### src/rtl/dvi_symbol_decoder_pkg.sv
// Shared TMDS definitions for the DVI receive path: control tokens, alignment
// states, channel-to-colour mapping and the 10b symbol decode function.
package dvi_symbol_decoder_pkg;

    localparam logic [9:0] TOKEN_C00 = 10'b1101010100;
    localparam logic [9:0] TOKEN_C01 = 10'b0010101011;
    localparam logic [9:0] TOKEN_C10 = 10'b0101010100;
    localparam logic [9:0] TOKEN_C11 = 10'b1010101011;

    localparam int CH_BLUE  = 0;
    localparam int CH_GREEN = 1;
    localparam int CH_RED   = 2;

    typedef enum logic [1:0] {
        HUNT   = 2'd0,
        CHECK  = 2'd1,
        LOCKED = 2'd2
    } align_state_t;

    typedef struct packed {
        logic       de;
        logic [1:0] c;
        logic [7:0] d;
    } tmds_word_t;

    function automatic tmds_word_t tmds_decode(input logic [9:0] sym);
        tmds_word_t w;
        logic [7:0] q;
        w = '0;
        q = sym[9] ? ~sym[7:0] : sym[7:0];
        case (sym)
            TOKEN_C00: w.c = 2'b00;
            TOKEN_C01: w.c = 2'b01;
            TOKEN_C10: w.c = 2'b10;
            TOKEN_C11: w.c = 2'b11;
            default: begin
                w.de   = 1'b1;
                w.d[0] = q[0];
                for (int i = 1; i < 8; i++) begin
                    w.d[i] = sym[8] ? (q[i] ^ q[i-1]) : ~(q[i] ^ q[i-1]);
                end
            end
        endcase
        return w;
    endfunction

endpackage

### src/rtl/dvi_symbol_decoder_tmds_decode.sv
// One TMDS channel: registers the decoded {de, c, d} word for the incoming symbol.
module dvi_symbol_decoder_tmds_decode
    import dvi_symbol_decoder_pkg::*;
(
    input  logic       clk,
    input  logic       rst,
    input  logic [9:0] sym,
    output tmds_word_t word
);

    always_ff @(posedge clk) begin
        if (rst) begin
            word <= '0;
        end else begin
            word <= tmds_decode(sym);
        end
    end

endmodule

### src/rtl/dvi_symbol_decoder.sv
// DVI receive decoder: per-channel TMDS decode, deskew on blank-to-active edges,
// lock tracking and the registered video output stage.
module dvi_symbol_decoder
    import dvi_symbol_decoder_pkg::*;
#(
    parameter int MAX_SKEW   = 4,
    parameter int LOCK_LINES = 8,
    parameter int ERR_LIMIT  = 4
) (
    input  logic        PixelClk,
    input  logic        pRst,
    input  logic [9:0]  pDataIn0,
    input  logic [9:0]  pDataIn1,
    input  logic [9:0]  pDataIn2,
    output logic [23:0] vid_pData,
    output logic        vid_pVDE,
    output logic        vid_pHSync,
    output logic        vid_pVSync,
    output logic        pLocked,
    output logic        pAlignErr
);

    localparam int TW = (MAX_SKEW > 2) ? $clog2(MAX_SKEW) : 1;
    localparam int LW = $clog2(LOCK_LINES + 1);
    localparam int EW = $clog2(ERR_LIMIT + 1);
    localparam logic [7:0]    SKEW_LIM  = 8'(MAX_SKEW);
    localparam logic [TW-1:0] WIN_INIT  = TW'(MAX_SKEW - 1);
    localparam logic [LW-1:0] LOCK_LAST = LW'(LOCK_LINES - 1);
    localparam logic [EW-1:0] ERR_LAST  = EW'(ERR_LIMIT - 1);

    logic [9:0]   sym_in [3];
    tmds_word_t   dec    [3];
    tmds_word_t   hist   [3][MAX_SKEW-1];
    tmds_word_t   taps   [3][MAX_SKEW];
    tmds_word_t   al     [3];
    logic [TW-1:0] delay [3];

    logic [2:0] raw_de, raw_prev, raw_edge;
    logic [2:0] al_de, al_prev, al_edge;

    align_state_t  state;
    logic [7:0]    stamp;
    logic [7:0]    ts     [3];
    logic [7:0]    ts_n   [3];
    logic [7:0]    diff   [3];
    logic [7:0]    spread;
    logic [2:0]    got, got_n;
    logic          hunt_dup;
    logic [LW-1:0] line_cnt;
    logic [EW-1:0] err_cnt;
    logic          pend;
    logic [2:0]    seen, seen_n;
    logic [TW-1:0] win;
    logic          good_line, bad_line, start_pend;

    assign sym_in[0] = pDataIn0;
    assign sym_in[1] = pDataIn1;
    assign sym_in[2] = pDataIn2;

    for (genvar g = 0; g < 3; g++) begin : g_ch
        dvi_symbol_decoder_tmds_decode u_dec (
            .clk  (PixelClk),
            .rst  (pRst),
            .sym  (sym_in[g]),
            .word (dec[g])
        );
    end

    always_ff @(posedge PixelClk) begin
        for (int i = 0; i < 3; i++) begin
            for (int k = 0; k < MAX_SKEW - 1; k++) begin
                if (pRst)       hist[i][k] <= '0;
                else if (k == 0) hist[i][k] <= dec[i];
                else            hist[i][k] <= hist[i][k-1];
            end
        end
    end

    always_comb begin
        for (int i = 0; i < 3; i++) begin
            taps[i][0] = dec[i];
            for (int k = 1; k < MAX_SKEW; k++) taps[i][k] = hist[i][k-1];
            al[i]     = taps[i][delay[i]];
            raw_de[i] = dec[i].de;
            al_de[i]  = al[i].de;
        end
        raw_edge = raw_de & ~raw_prev;
        al_edge  = al_de & ~al_prev;
    end

    // HUNT uses the undelayed decoder output so the new taps are absolute,
    // independent of whatever taps were kept from the previous lock.
    always_comb begin
        got_n    = got | raw_edge;
        hunt_dup = |(raw_edge & got);
        spread   = '0;
        for (int i = 0; i < 3; i++) begin
            ts_n[i] = raw_edge[i] ? stamp : ts[i];
            diff[i] = stamp - ts_n[i];
            if (diff[i] > spread) spread = diff[i];
        end
        seen_n     = seen | al_edge;
        good_line  = !pend && (al_edge == 3'b111);
        start_pend = !pend && (al_edge != 3'b000) && (al_edge != 3'b111);
        bad_line   = pend && ((seen_n == 3'b111) || (win == '0));
    end

    always_ff @(posedge PixelClk) begin
        if (pRst) begin
            state      <= HUNT;
            stamp      <= '0;
            got        <= '0;
            line_cnt   <= '0;
            err_cnt    <= '0;
            pend       <= 1'b0;
            seen       <= '0;
            win        <= '0;
            raw_prev   <= '0;
            al_prev    <= '0;
            pLocked    <= 1'b0;
            pAlignErr  <= 1'b0;
            vid_pData  <= '0;
            vid_pVDE   <= 1'b0;
            vid_pHSync <= 1'b0;
            vid_pVSync <= 1'b0;
            for (int i = 0; i < 3; i++) begin
                ts[i]    <= '0;
                delay[i] <= '0;
            end
        end else begin
            stamp     <= stamp + 8'd1;
            raw_prev  <= raw_de;
            al_prev   <= al_de;
            pAlignErr <= 1'b0;

            case (state)
                HUNT: begin
                    if (hunt_dup) begin
                        // restart the measurement from the repeated edge
                        got <= raw_edge;
                        for (int i = 0; i < 3; i++) ts[i] <= stamp;
                    end else if (got_n == 3'b111) begin
                        got <= '0;
                        if (spread < SKEW_LIM) begin
                            for (int i = 0; i < 3; i++) delay[i] <= diff[i][TW-1:0];
                            line_cnt <= '0;
                            err_cnt  <= '0;
                            pend     <= 1'b0;
                            state    <= CHECK;
                        end
                    end else begin
                        got <= got_n;
                        for (int i = 0; i < 3; i++) ts[i] <= ts_n[i];
                    end
                end
                CHECK, LOCKED: begin
                    if (good_line) begin
                        if (state == LOCKED) begin
                            err_cnt <= '0;
                        end else if (line_cnt == LOCK_LAST) begin
                            state   <= LOCKED;
                            pLocked <= 1'b1;
                        end else begin
                            line_cnt <= line_cnt + 1'b1;
                        end
                    end
                    if (bad_line) begin
                        pend      <= 1'b0;
                        pAlignErr <= 1'b1;
                        if (err_cnt == ERR_LAST) begin
                            state   <= HUNT;
                            pLocked <= 1'b0;
                            got     <= '0;
                        end else begin
                            err_cnt <= err_cnt + 1'b1;
                        end
                    end else if (start_pend) begin
                        pend <= 1'b1;
                        seen <= al_edge;
                        win  <= WIN_INIT;
                    end else if (pend) begin
                        seen <= seen_n;
                        win  <= win - 1'b1;
                    end
                end
                default: state <= HUNT;
            endcase

            vid_pVDE  <= (&al_de) && pLocked;
            vid_pData <= (&al_de) ? {al[CH_RED].d, al[CH_BLUE].d, al[CH_GREEN].d} : 24'd0;
            if (!al[CH_BLUE].de) begin
                vid_pVSync <= al[CH_BLUE].c[1];
                vid_pHSync <= al[CH_BLUE].c[0];
            end
        end
    end

endmodule
### config.mk
export PLATFORM = sky130hd
export DESIGN_NAME = dvi_symbol_decoder
export DESIGN_NICKNAME = d
export VERILOG_FILES = /design/src/rtl/dvi_symbol_decoder_pkg.sv /design/src/rtl/dvi_symbol_decoder_tmds_decode.sv /design/src/rtl/dvi_symbol_decoder.sv
export SDC_FILE = /design/constraint.sdc
export NUM_CORES = 1
export LEC_CHECK = 0
export CAP_MARGIN = 20
export CORE_ASPECT_RATIO = 0.75
export CORE_UTILIZATION = 45
export CTS_CLUSTER_DIAMETER = 150
export CTS_CLUSTER_SIZE = 25
export DETAILED_ROUTE_END_ITERATION = 8
export GPL_ROUTABILITY_DRIVEN = 1
export GPL_TIMING_DRIVEN = 1
export HOLD_SLACK_MARGIN = 0.05
export PLACE_DENSITY = 0.69
export SLEW_MARGIN = 10
export SYNTH_ARGS = -nofsm -noshare
export SYNTH_HDL_FRONTEND = slang
export SYNTH_SLANG_ARGS = --single-unit
### constraint.sdc
create_clock -name PixelClk -period 8.4 [get_ports PixelClk]
set_input_delay 0.84 -clock PixelClk [delete_from_list [all_inputs] [get_ports PixelClk]]
set_output_delay 0.84 -clock PixelClk [all_outputs]
set_load 0.02 [all_outputs]
After elaboration in Yosys (flattened, before gate mapping):

Memory sizes are Yosys's and may differ from the RTL's.
Index checks and enable logic that the tools add are counted.

* register bits: 94
* bits in latches: 0
* memory bits (writable): 129
* memory bits (read-only): 0
* output and inout port bits: 29
* logic and storage cells: 302
* memories: 3

* add/subtract/negate cells: 7
* $mul: 0
* div/mod/pow operators: 0
* $lt $le $gt $ge: 7
* eq/ne operators: 29
* shift-type cells: 0
* multiplexer cells: 126
* bitwise logic cells: 76
* reductions and logical operators: 29

Memory list
* hist: depth 3, bits a word 33, rd ports 3, clocked after memory_dff 0, write ports 3, RTL line dvi_symbol_decoder.sv:33 `tmds_word_t hist [3][MAX_SKEW-1];`
* ts: depth 3, bits a word 8, rd ports 3, clocked after memory_dff 0, write ports 3, RTL line dvi_symbol_decoder.sv:43 `logic [7:0] ts [3];`
* delay: depth 3, bits a word 2, rd ports 3, clocked after memory_dff 0, write ports 3, RTL line dvi_symbol_decoder.sv:36 `logic [TW-1:0] delay [3];`

Operators with widths (count)
* 2-to-1 mux 11 bit: 15
* 2-to-1 mux 8 bit: 15
* binary-select mux 11 bit (select 2 bit): 3
* equality test 10 bit, second input constant: 6
* 2-to-1 mux 1 bit: 53
* 2-to-1 mux 3 bit: 13
* equality test 10 x 8 -> 1 bit, second input constant: 3
* equality test 10 x 9 -> 1 bit, second input constant: 3
* 2-to-1 mux 2 bit: 13
* 2-to-1 mux 4 bit: 6
* inverter 1 bit: 24
* inverter 8 bit: 3
* subtractor 8 bit: 3
* bitwise XOR 1 bit: 21
* OR 1 bit: 18
* case mux 2 bit (3 select lines): 3
* greater-than comparator 8 bit: 2
* != test 2 bit, second input constant: 8
* OR reduction 5 bit: 3
* case mux 3 bit (2 select lines): 2
* AND reduction 3 bit: 4
* OR reduction 4 bit: 3
* AND 3 bit: 3
* equality test 3 bit, second input constant: 3
* 29 further kinds: 44

Longest topological paths before layout:

* depth after elaboration: 18
* depth in mapped cells: 30
* depth with buffers taken out: 27

Cells and area by module:

Synthesis repeated with hierarchy kept, for this count alone.

* cell total of the unflattened synthesis: 1032
* area, all modules: 10480.1 um^2

Modules (own cells, without submodules)
* dvi_symbol_decoder: instances 1, cells an instance 834, area an instance 8610.8 um^2
* dvi_symbol_decoder_tmds_decode: instances 3, cells an instance 66, area an instance 623.1 um^2

Worst setup path before layout:

Ideal clock, no wire load.

* kind: register to register
* from: reg raw_prev[0]
* to: reg line_cnt[3]
* setup time: 0.130 ns
* data arrival time: 5.194 ns
* required time: 8.270 ns
* setup slack: 3.076 ns
* cell stages (with the launch flop): 29
* clock period less this slack: 5.324 ns
* cell sequence: dfxtp_1 > nand2b_4 > buf_2 > mux2i_1 > ha_1 > nor2b_1 > a211o_1 > a21oi_2 > or3_1 > and4_1 > nor2_1 > ha_1 > and4_1 > a21boi_0 > a22o_1 > buf_6 > nand2_1 > o21a_1 > ha_1 > o21ai_0 > a21oi_1 > o41ai_1 > a21oi_1 > nand4b_1 > or3_1 > o211a_1 > buf_6 > o311ai_4 > o41ai_2

* word-level cells in the longest chain between the ends: 13

Ends and longest elaborated chain
* start, declared: RTL line dvi_symbol_decoder.sv:38 `logic [2:0] raw_de, raw_prev, raw_edge;`
* start signal, assigned: RTL line dvi_symbol_decoder.sv:132 `raw_prev <= raw_de;`
* inverter 3 bit *: RTL line dvi_symbol_decoder.sv:87 `raw_edge = raw_de & ~raw_prev;`
* AND 3 bit *: RTL line dvi_symbol_decoder.sv:87
* 2-to-1 mux 8 bit: RTL line dvi_symbol_decoder.sv:98 `ts_n[i] = raw_edge[i] ? stamp : ts[i];`
* subtractor 8 bit: RTL line dvi_symbol_decoder.sv:99 `diff[i] = stamp - ts_n[i];`
* greater-than comparator 8 x 1 -> 1 bit: RTL line dvi_symbol_decoder.sv:100 `if (diff[i] > spread) spread = diff[i];`
* 2-to-1 mux 8 bit: RTL line dvi_symbol_decoder.sv:100
* greater-than comparator 8 bit: RTL line dvi_symbol_decoder.sv:100
* 2-to-1 mux 8 bit: RTL line dvi_symbol_decoder.sv:100
* greater-than comparator 8 bit: RTL line dvi_symbol_decoder.sv:100
* 2-to-1 mux 8 bit: RTL line dvi_symbol_decoder.sv:100
* less-than comparator 8 x 3 -> 1 bit: RTL line dvi_symbol_decoder.sv:144 `if (spread < SKEW_LIM) begin`
* != test 2 bit (no line)
* AND reduction 7 bit (no line) *
* end signal, assigned: RTL line dvi_symbol_decoder.sv:164 `line_cnt <= line_cnt + 1'b1;`
* end, declared: RTL line dvi_symbol_decoder.sv:49 `logic [LW-1:0] line_cnt;`

Every way passes the cells marked *; elsewhere a longest branch is shown, timed or not.
A chain may end at the register's enable or synchronous reset.

Final worst setup path:

* from: reg raw_prev[1]
* to: reg line_cnt[3]

* word-level cells in the longest chain between the ends: 11

Ends and longest elaborated chain (RTL line)
* inverter 3 bit *: dvi_symbol_decoder.sv:87
* AND 3 bit *: dvi_symbol_decoder.sv:87
* 2-to-1 mux 8 bit: dvi_symbol_decoder.sv:98
* subtractor 8 bit: dvi_symbol_decoder.sv:99
* greater-than comparator 8 bit: dvi_symbol_decoder.sv:100
* 2-to-1 mux 8 bit: dvi_symbol_decoder.sv:100
* greater-than comparator 8 bit: dvi_symbol_decoder.sv:100
* 2-to-1 mux 8 bit: dvi_symbol_decoder.sv:100
* less-than comparator 8 x 3 -> 1 bit: dvi_symbol_decoder.sv:144
* != test 2 bit (no line)
* AND reduction 7 bit (no line) *

Marked as above.

==> flow_summary.toml <==
[run_status]
outcome = "completed"

[clock_network]
cts_resized = 0
clockBufferDepth = 3
cts_setup_buffers = 0
root_buffer = "clkbuf_16"
cts_max_level = 1
cts_buffers = 12
clk_pin_slew_ns = 0.11
cts_hold_buf = 0
cts_tree = "built"
cts.sinks = 204
clkLatencyLatePin_ns = 0.48

[die]
coreArea_mm2 = 0.0211
rows = 46
die_w_um = 172
num_io_pins = 61
dieArea_mm2 = 0.0222
die_h_um = 129
initial_core_util_pct = 46.0

[global_routing]
grt_usage_pct = 18.1
gr-total-overflow = 0
grt_max_degree = 82
grt_pass1_wl_mm = 32.1
first_global_vias = 6059
antenna_found_initial = 0

[sta]
rsz0062_at_grt = "no"
final-max-slew-violation-count = 0
max_freq_mhz = 162
setup-tns-final_ns = 0
post-route-min-period_ns = 6.15
final.setup_skew_ns = 0.0300
hold_viol_final = 0
maxSlewHeadroom_pct = 28.8
max_slew.worst_pin.slew_ns = 1.05
setup_viol = 0
post-route-period-util_pct = 73.3

[drt]
ant_nets = 0
via_per_inst = 5.19
dr.first_iter.drc_count = 557
drtPass1Iterations = 5
dr_total_vias = 6567
wirelength_mm = 19.6
wl_per_cell_um = 15.5
drc = 0

[synth]
synth_common_cells = "dfxtp_1, nor2b_1, nor2_1"
ys_seq_area_share_pct = 45.2
ys_top_cells_by_area = "dfxtp_1, edfxtp_1, ha_1, nor2b_1, mux4_2"
synth.distinct_cells = 71
syn_inst = 936
avgSynthCellArea_um2 = 10.4
synthAdderAreaFrac_pct = 8.48
async_reset_ff_share_pct = 0
synth_compound_area_share_pct = 10.0
synthMostInstantiatedCell = "dfxtp_1"
synth_edf_count = 30
netlist_area_mm2 = 0.00971
synth_xor_area_share_pct = 5.59
synth_top_area_cell = "dfxtp_1"
synth-simple-area-share_pct = 17.6
yosys.area.top_type_share_pct = 35.9
synth_nets = 1032
ys_ff_latch = 204
synthMuxAreaShare_pct = 9.12
synth-warning-count = 0
synth_top_family_by_area = "simple AND/OR/NAND/NOR gates"
ys.flop_type = "dfxtp_1"

[critical_path]
cp_slowest_cell = "nand2b_1"
r2r-end = "line_cnt[3]"
end_kind = "flip-flop"
crit_arrival_ns = 6.51
crit_required_ns = 8.76
startpoint_type = "flip-flop"
worstPathCellList = "nand2b_1, mux2i_1, ha_1, nor2b_1, o21ai_0, nor3b_1, nor2_1, ha_1, and3_4, a221o_1, a22oi_2, mux2i_1, ha_1, nand2b_1, a21oi_1, o41ai_1, a21oi_1, nor2_1, o2111ai_1, o211a_1, o311ai_4, o41ai_2"
reg2regPathDepth = 22
cp_max_fo = 11
path_class = "flip-flop to flip-flop"
reg2reg_slack_ns = 2.25
critPathMostFrequentCell = "ha_1"
cpPeakStageDelay_ns = 0.46
rr_startpoint = "raw_prev[1]"

[finish]
area_delta_synth_final_pct = 12.3
utilization_pct = 51.6
fin_nets = 1069
antennaDiodeCount = 0
final_layout_size_suffix_gt1_share_pct = 5.83

[worst_hold_path]
hold_start = "hist[1][22]"
min_path_cells = 1
hold_class = "flip-flop to flip-flop"
hold_end = "hist[1][11]"

[run]
cap_violations = 0

[power_and_ir_drop]
vdd_ir_drop_max_mv = 0.124
p_leak_nw = 4.33
power.density_mw_per_mm2 = 233
total_power_mw = 2.54

[placement]
port_buffers = 60
place_congestion = 0.926
place.detailed.hpwl_mm = 13.8
[through the flow]
stage	hold WS [ns]	std cells	setup WS [ns]	cell area, um^2
floorplan	0.428	936	3.08	9710
global placement	0.432	1246	2.55	10500
detailed placement	0.437	1246	2.38	10500
CTS	0.424	1264	2.32	10900
global route	0.437	1265	1.69	10900
finish	0.428	1265	2.25	10900
[layout make-up]
| type | count | area [um^2] |
|---|---|---|
| Clock buffer | 17 | 340 |
| Fill cell | 1907 | 10200 |
| Multi-Input combinational cell | 639 | 4940 |
| Clock inverter | 1 | 30.0 |
| Timing Repair Buffer | 65 | 656 |
| Inverter | 51 | 191 |
| Sequential cell | 204 | 4380 |
| Tap cell | 288 | 360 |
[how the worst max path moves through the flow]
| stage | start | endpoint | slack [ns] |
|---|---|---|---|
| after floorplan | raw_prev[0] | line_cnt[3] | 3.08 |
| after global placement | raw_prev[0] | line_cnt[3] | 2.55 |
| after detailed placement | raw_prev[1] | line_cnt[3] | 2.38 |
| after CTS | raw_prev[1] | line_cnt[3] | 2.32 |
| after global routing | stamp[1] | line_cnt[3] | 1.69 |
| final | raw_prev[1] | line_cnt[3] | 2.25 |
[power breakdown]
part           internal (mW)  leakage (nW)  switching [mW]
sequential              1.05          1.77          0.0402
clock                  0.292         0.176           0.325
combinational          0.363          2.38           0.470
[flip-flops by register name, summed over array words and instances (netlist names), 3 cells and up]
signal	count
got	3
raw_prev	3
g_ch.u_dec.word	29
stamp	8
line_cnt	4
vid_pData	24
al_prev	3
err_cnt	3
seen	3
hist	84
delay	6
ts	24
[per-layer routing]
| metal | track usage [%] | wire [um] | vias to the layer above |
|---|---|---|---|
| met3 | 2.90 | 1130 | 24 |
| met1 | 28.8 | 10300 | 3098 |
| met4 | 3.20 | 239 | 0 |
| met2 | 25.7 | 7890 | 162 |
| met5 | 0 | 0 | - |
| li1 | - | - | 3283 |
[worst max-delay path: cells and delay by family (launching register included)]
family          cells  cell delay, ns
simple gates        7            1.43
mux                 2            0.77
fa+ha+maj           3            0.93
compound gates     10            2.51
flops               1            0.37
[logic make-up after synthesis]
family          Yosys count
mux                      50
compound gates          146
fa+ha+maj                64
simple gates            317
flops                   204
xor+xnor                 62
buf+inv                  93
[placed cells by master (no fill, tap or decap), types with 5 or more instances in the layout]
cell type and count:
dfxtp_1 174, nor2b_1 122, nor2_1 75, ha_1 61, clkdlybuf4s50_1 59, inv_1 51, nand2_1 45, o21ai_0 45
xnor2_1 45, a21oi_1 33, edfxtp_1 30, mux4_2 23, mux2i_1 21, xor2_1 17, nand3_1 15, clkbuf_16 13
or3_1 8, nand2b_1 7, and2_1 7, a21boi_0 6, nand4_1 6, nor3_1 6, mux4_1 6, a22o_1 5
and3_1 5, buf_4 5
Note: power is estimated with default switching activity, not from simulation.
